File: src/rtl/urf_pkg.sv
// Shared types for the universal register file access controller: FSM state
// encoding and the default-width command record.
package urf_pkg;
  localparam int URF_DATA_WIDTH = 8;
  localparam int URF_ADDR_WIDTH = 16;
  localparam int URF_TAG_WIDTH  = 4;

  typedef enum logic [1:0] {
    URF_IDLE    = 2'd0,
    URF_ISSUE   = 2'd1,
    URF_CAPTURE = 2'd2,
    URF_RESP    = 2'd3
  } urf_ctrl_state_e;

  typedef struct packed {
    logic                      write;
    logic [URF_ADDR_WIDTH-1:0] addr;
    logic [URF_DATA_WIDTH-1:0] wdata;
    logic [URF_TAG_WIDTH-1:0]  tag;
  } urf_cmd_t;
endpackage

File: src/rtl/urf_cmd_fifo.sv
// In-order command buffer. No bypass: an entry pushed at one edge becomes
// visible at the head only after that edge. A push into a full FIFO is dropped.
module urf_cmd_fifo
  import urf_pkg::*;
#(
  parameter type cmd_t = urf_cmd_t,
  parameter int  DEPTH = 4
) (
  input  logic                     clk,
  input  logic                     rst,
  input  logic                     push,
  input  cmd_t                     push_data,
  input  logic                     pop,
  output cmd_t                     head,
  output logic                     full,
  output logic                     empty,
  output logic [$clog2(DEPTH):0]   count
);
  localparam int            AW       = $clog2(DEPTH);
  localparam logic [AW:0]   CNT_ONE  = (AW+1)'(1);
  localparam logic [AW:0]   CNT_FULL = (AW+1)'(DEPTH);
  localparam logic [AW-1:0] PTR_ONE  = AW'(1);

  cmd_t          mem [DEPTH];
  logic [AW-1:0] wr_ptr, rd_ptr;
  logic          do_push, do_pop;

  assign full    = (count == CNT_FULL);
  assign empty   = (count == '0);
  assign do_push = push && !full;
  assign do_pop  = pop && !empty;
  assign head    = mem[rd_ptr];

  // Power-of-two depth lets the pointers wrap by plain overflow.
  always_ff @(posedge clk or posedge rst) begin
    if (rst) begin
      wr_ptr <= '0;
      rd_ptr <= '0;
      count  <= '0;
    end else begin
      if (do_push) wr_ptr <= wr_ptr + PTR_ONE;
      if (do_pop)  rd_ptr <= rd_ptr + PTR_ONE;
      case ({do_push, do_pop})
        2'b10:   count <= count + CNT_ONE;
        2'b01:   count <= count - CNT_ONE;
        default: count <= count;
      endcase
    end
  end

  always_ff @(posedge clk) begin
    if (do_push) mem[wr_ptr] <= push_data;
  end
endmodule

File: src/rtl/urf_access_ctrl.sv
// Request-side controller for universal_reg_array: buffers read/write commands,
// issues one array operation per slot and returns tagged read responses.
module urf_access_ctrl
  import urf_pkg::*;
#(
  parameter int DATA_WIDTH = 8,
  parameter int ADDR_WIDTH = 16,
  parameter int FIFO_DEPTH = 4,
  parameter int TAG_WIDTH  = 4
) (
  input  logic                  clk,
  input  logic                  rst,
  input  logic                  cmd_valid,
  output logic                  cmd_ready,
  input  logic                  cmd_write,
  input  logic [ADDR_WIDTH-1:0] cmd_addr,
  input  logic [DATA_WIDTH-1:0] cmd_wdata,
  input  logic [TAG_WIDTH-1:0]  cmd_tag,
  output logic                  rsp_valid,
  input  logic                  rsp_ready,
  output logic [DATA_WIDTH-1:0] rsp_data,
  output logic [TAG_WIDTH-1:0]  rsp_tag,
  output logic                  arr_write_en,
  output logic                  arr_read_en,
  output logic [ADDR_WIDTH-1:0] arr_write_addr,
  output logic [ADDR_WIDTH-1:0] arr_read_addr,
  output logic [DATA_WIDTH-1:0] arr_write_data,
  input  logic [DATA_WIDTH-1:0] arr_read_data,
  output logic                  idle
);
  localparam logic [1:0] S_IDLE    = 2'(URF_IDLE);
  localparam logic [1:0] S_ISSUE   = 2'(URF_ISSUE);
  localparam logic [1:0] S_CAPTURE = 2'(URF_CAPTURE);
  localparam logic [1:0] S_RESP    = 2'(URF_RESP);

  typedef struct packed {
    logic                  write;
    logic [ADDR_WIDTH-1:0] addr;
    logic [DATA_WIDTH-1:0] wdata;
    logic [TAG_WIDTH-1:0]  tag;
  } cmd_t;

  cmd_t                         push_cmd, head;
  logic                         fifo_full, fifo_empty, pop;
  logic [$clog2(FIFO_DEPTH):0]  fifo_count;
  logic [1:0]                   state;
  logic                         cur_write;
  logic [TAG_WIDTH-1:0]         cur_tag;

  assign push_cmd = '{write: cmd_write, addr: cmd_addr, wdata: cmd_wdata, tag: cmd_tag};

  urf_cmd_fifo #(.cmd_t(cmd_t), .DEPTH(FIFO_DEPTH)) u_fifo (
    .clk       (clk),
    .rst       (rst),
    .push      (cmd_valid),
    .push_data (push_cmd),
    .pop       (pop),
    .head      (head),
    .full      (fifo_full),
    .empty     (fifo_empty),
    .count     (fifo_count)
  );

  assign cmd_ready = !fifo_full;
  assign idle      = (fifo_count == '0) && (state == S_IDLE) && !arr_write_en && !arr_read_en;

  // Issue slots: from IDLE, back-to-back behind a write, or on the response handshake.
  always_comb begin
    pop = 1'b0;
    case (state)
      S_IDLE:  pop = !fifo_empty;
      S_ISSUE: pop = cur_write && !fifo_empty;
      S_RESP:  pop = rsp_valid && rsp_ready && !fifo_empty;
      default: pop = 1'b0;
    endcase
  end

  always_ff @(posedge clk or posedge rst) begin
    if (rst) begin
      state          <= S_IDLE;
      arr_write_en   <= 1'b0;
      arr_read_en    <= 1'b0;
      arr_write_addr <= '0;
      arr_read_addr  <= '0;
      arr_write_data <= '0;
      rsp_valid      <= 1'b0;
      rsp_data       <= '0;
      rsp_tag        <= '0;
      cur_write      <= 1'b0;
      cur_tag        <= '0;
    end else begin
      arr_write_en <= 1'b0;
      arr_read_en  <= 1'b0;
      // Address/data registers keep their last value while their enable is low.
      if (pop) begin
        cur_write <= head.write;
        cur_tag   <= head.tag;
        if (head.write) begin
          arr_write_en   <= 1'b1;
          arr_write_addr <= head.addr;
          arr_write_data <= head.wdata;
        end else begin
          arr_read_en    <= 1'b1;
          arr_read_addr  <= head.addr;
        end
      end
      case (state)
        S_IDLE:    if (pop) state <= S_ISSUE;
        S_ISSUE: begin
          // The array registers read_data at the edge leaving ISSUE.
          if (!cur_write) state <= S_CAPTURE;
          else if (!pop)  state <= S_IDLE;
        end
        S_CAPTURE: begin
          rsp_valid <= 1'b1;
          rsp_data  <= arr_read_data;
          rsp_tag   <= cur_tag;
          state     <= S_RESP;
        end
        S_RESP: begin
          if (rsp_ready) begin
            rsp_valid <= 1'b0;
            state     <= pop ? S_ISSUE : S_IDLE;
          end
        end
        default: state <= S_IDLE;
      endcase
    end
  end
endmodule

File: config.mk
export PLATFORM = sky130hd
export DESIGN_NAME = urf_access_ctrl
export DESIGN_NICKNAME = d
export VERILOG_FILES = /design/src/rtl/urf_pkg.sv /design/src/rtl/urf_cmd_fifo.sv /design/src/rtl/urf_access_ctrl.sv
export SDC_FILE = /design/constraint.sdc
export NUM_CORES = 1
export LEC_CHECK = 0
export ABC_CLOCK_PERIOD_IN_PS = 2600
export BUFFER_PORTS_ARGS = -buffer_cell sky130_fd_sc_hd__buf_2
export CORE_ASPECT_RATIO = 1.4
export CORE_UTILIZATION = 32
export DETAILED_ROUTE_END_ITERATION = 6
export GPL_ROUTABILITY_DRIVEN = 1
export GPL_TIMING_DRIVEN = 0
export MAX_ROUTING_LAYER = met4
export SETUP_SLACK_MARGIN = 0.02
export SYNTH_ARGS = -nofsm -noshare
export SYNTH_HDL_FRONTEND = slang
export SYNTH_SLANG_ARGS = --single-unit
File: constraint.sdc
create_clock -name clk -period 2.6 [get_ports clk]
set_input_delay 0.52 -clock clk [delete_from_list [all_inputs] [get_ports clk]]
set_output_delay 0.52 -clock clk [all_outputs]
set_load 0.03 [all_outputs]
==> reports/qor.yml <==
dp_hpwl_microns: 8530
max_stage_delay_ps: 430
layout.cells.non_filler: 727
synth_area_leader_cell: "edfxtp_1"
maxCapViolCount: 0
cts_root_buffer: "clkbuf_16"
synthCells: 334
placement.io_buffers: 97
powerDensity_nw_per_um2: 1350
final-setup-viol-count: 0
worst_slew_pin_slew_ps: 928
die_area_sq_um: 22300
synth_ff_type: "edfxtp_1"
cp-end-kind: "flop"
path_clk_slew_ps: 70
routed_wl_microns: 13300
wl_per_cell_microns: 18.2
vdd_drop_max_mv: 0.577
path_max_fanout: 8
slew_viol_final: 0
power.switching_mw: 4.08
swShare_pct: 35.8
synth_commonest_cells: "edfxtp_1, dfrtp_1, mux2_2, mux4_2, inv_1"
grt_max_degree: 69
dpl_worst_slack_ps: -158
crit_top_cell: "xor2_1"
synth_cell_types: 31
syn_to_final_growth_pct: 21.6
slowest_stage: "a211oi_4"
ys_warn_count: 0
grt_usage_pct: 13.4
min_period_ps: 2400
fin_ws_ps: 203
ant_nets: 0
postPlaceCellArea_sq_um: 7780
fmax_mhz: 417
rsz0062_at_grt: "false"
async_flop_share_pct: 37.3
antenna_found_initial: 2
p_leak_nw: 3.21
comb_power_share_pct: 37.8
io_pins: 98
relSlewSlack_pct: 38.2
gp_congestion: 0.706
drtIter0Drc: 136
finalClockSkew_ps: 12.6
vias_per_cell: 4.67
drive_gt1_share_pct: 49.5
min_period_over_period_pct: 92.2
worstPathArrival_ps: 2750
synth_top_cells_by_area: "edfxtp_1, dfrtp_1, mux4_2"
fin_area_sq_um: 8440
finalHoldViolations: 0
syn-cell-area_sq_um: 6940
status: "complete, no violations"
numCtsBuffers: 17
yosysSeqAreaShare_pct: 75.1
ys_ff_latch: 185
clock_path_buffers: 2
clock_sinks: 185
critPathTopFamily: "adder cells"
postCtsSetupRepairBufs: 0
h-tree-depth: 4
grt_pass1_vias: 3778
grt-ovfl-total: 0
p_int_mw: 7.34
dr.pass1.iters: 4
die_h_microns: 176
cp-start-kind: "flop"
grt_pass1_wl_microns: 20800
synth_top_cell_area_share_pct: 50.2
start_util_pct: 32.7
syn_nets: 381
yosysMostFrequentCell: "edfxtp_1"
crit_buf_inv: 2
core_area_sq_um: 21200
hp-class: "primary input to flop"
clkLatencyLatePin_ps: 430
avgSynthCellArea_sq_um: 20.8
synth_edf_count: 116
num-nets-final: 499
place_inst: 692
die_width_microns: 126
drc: 0
row_count: 63
crit_chain: "clkbuf_2 > nor3b_1 > a211oi_4 > ha_1 > inv_1 > fa_1 > xor2_1 > nor2_1 > xor2_1"
vias: 3393
power_frac_seq_pct: 39.4
p_clk_share_pct: 22.8
cts_tree: "built"
critPathRequiredTime_ps: 2950
critPathKind: "flop to flop"
-- area by class of cell --
class                   count  area [sq um]
flip-flops and latches    185          5210
multi-input cells         128          1660
diodes                      2          5.00
repair buffers             99           523
fillers                  1875         12800
well taps                 260           325
inverters                  10          40.0
plain buffers              11          52.6
clock inverters            14           176
clock buffers              18           439
-- logic make-up after synthesis --
| group | count (synthesis) | share of synthesized area (%) |
|---|---|---|
| AOI/OAI and AO/OA | 11 | 1.42 |
| DFF | 185 | 75.1 |
| buffers and inverters | 21 | 1.28 |
| muxes | 86 | 18.7 |
| adders and majority gates | 6 | 1.19 |
| xor gates and xnor gates | 6 | 0.757 |
| and+or+nand+nor | 19 | 1.60 |
-- path summary, 6_finish.rpt --
check                                                end  cells after the start                     from  slack [ps]
max in group asynchronous  arr_write_data[3]$_DFFE_PP0P_                      4                      rst        1550
setup / recovery             u_fifo.count[2]$_DFFE_PP0P_                      9                     flop         200
min in group asynchronous        rsp_data[2]$_DFFE_PP0P_                      3                      rst         510
setup reg to reg             u_fifo.count[2]$_DFFE_PP0P_                      9                     flop         200
hold / removal               u_fifo.mem[1][16]$_DFFE_PP_                      1              cmd_addr[4]         300
hold reg to reg                  rsp_data[3]$_DFFE_PP0P_                      1  rsp_data[3]$_DFFE_PP0P_         500
-- through the flow --
stage / hold slack (ps) / setup TNS (ps) / power (mW) / util, %
after floorplan: 470 / 0 / 7.68 / -
after global placement: 483 / -46160 / 8.81 / 36.5
after detailed placement: 392 / -2190 / 8.96 / 36.7
after CTS: 278 / 0 / 11.6 / 39.7
after global routing: 285 / 0 / 12.1 / 39.8
final: 302 / 0 / 11.4 / 39.8
-- flip-flops by register name (all words and copies together), names as in the netlist, 2 cells and up, named ones only --
| signal | flops |
|---|---|
| u_fifo.mem | 116 |
| arr_read_addr | 16 |
| arr_write_addr | 16 |
| arr_write_data | 8 |
| rsp_data | 8 |
| cur_tag | 4 |
| rsp_tag | 4 |
| u_fifo.count | 3 |
| u_fifo.rd_ptr | 2 |
| u_fifo.wr_ptr | 2 |
-- what timing repair did --
action	4_1_cts	5_1_grt
setup endpoints to repair	19	10
pin swaps	1	2
endpoints found under the hold margin	1	0
hold buffers	1	0
gates resized for setup	3	1
-- layout by cell type (no fill, tap or decap), types with 2 or more instances in the layout --
cell type	n
and3_2	4
inv_1	9
o21ai_0	4
dfrtp_1	69
edfxtp_1	116
clkinv_8	3
clkbuf_1	4
buf_2	99
mux4_2	29
nor2_1	3
xor2_1	3
mux2_2	57
buf_1	3
nand2_1	2
xnor2_1	3
ha_1	5
inv_8	4
clkbuf_16	17
clkinv_4	4
diode_2	2
and2_1	2
inv_6	2
-- per-layer routing --
metal	vias up	track usage, %	routed length (microns)
met3	21	3.33	608
met2	71	23.5	7180
met1	1760	14.0	5190
li1	1541	-	-
met5	-	-	0
met4	0	6.28	290
-- power by group through the flow --
| stage | combinational [mW] | clock [mW] | sequential (mW) |
|---|---|---|---|
| after floorplan | 2.31 | 0 | 5.37 |
| after CTS | 4.42 | 2.68 | 4.52 |
| final | 4.31 | 2.60 | 4.50 |
| after global routing | 4.65 | 2.79 | 4.63 |
| after detailed placement | 4.38 | 0 | 4.58 |
| after global placement | 4.27 | 0 | 4.54 |
No activity file was read; power rests on OpenSTA's default activity.
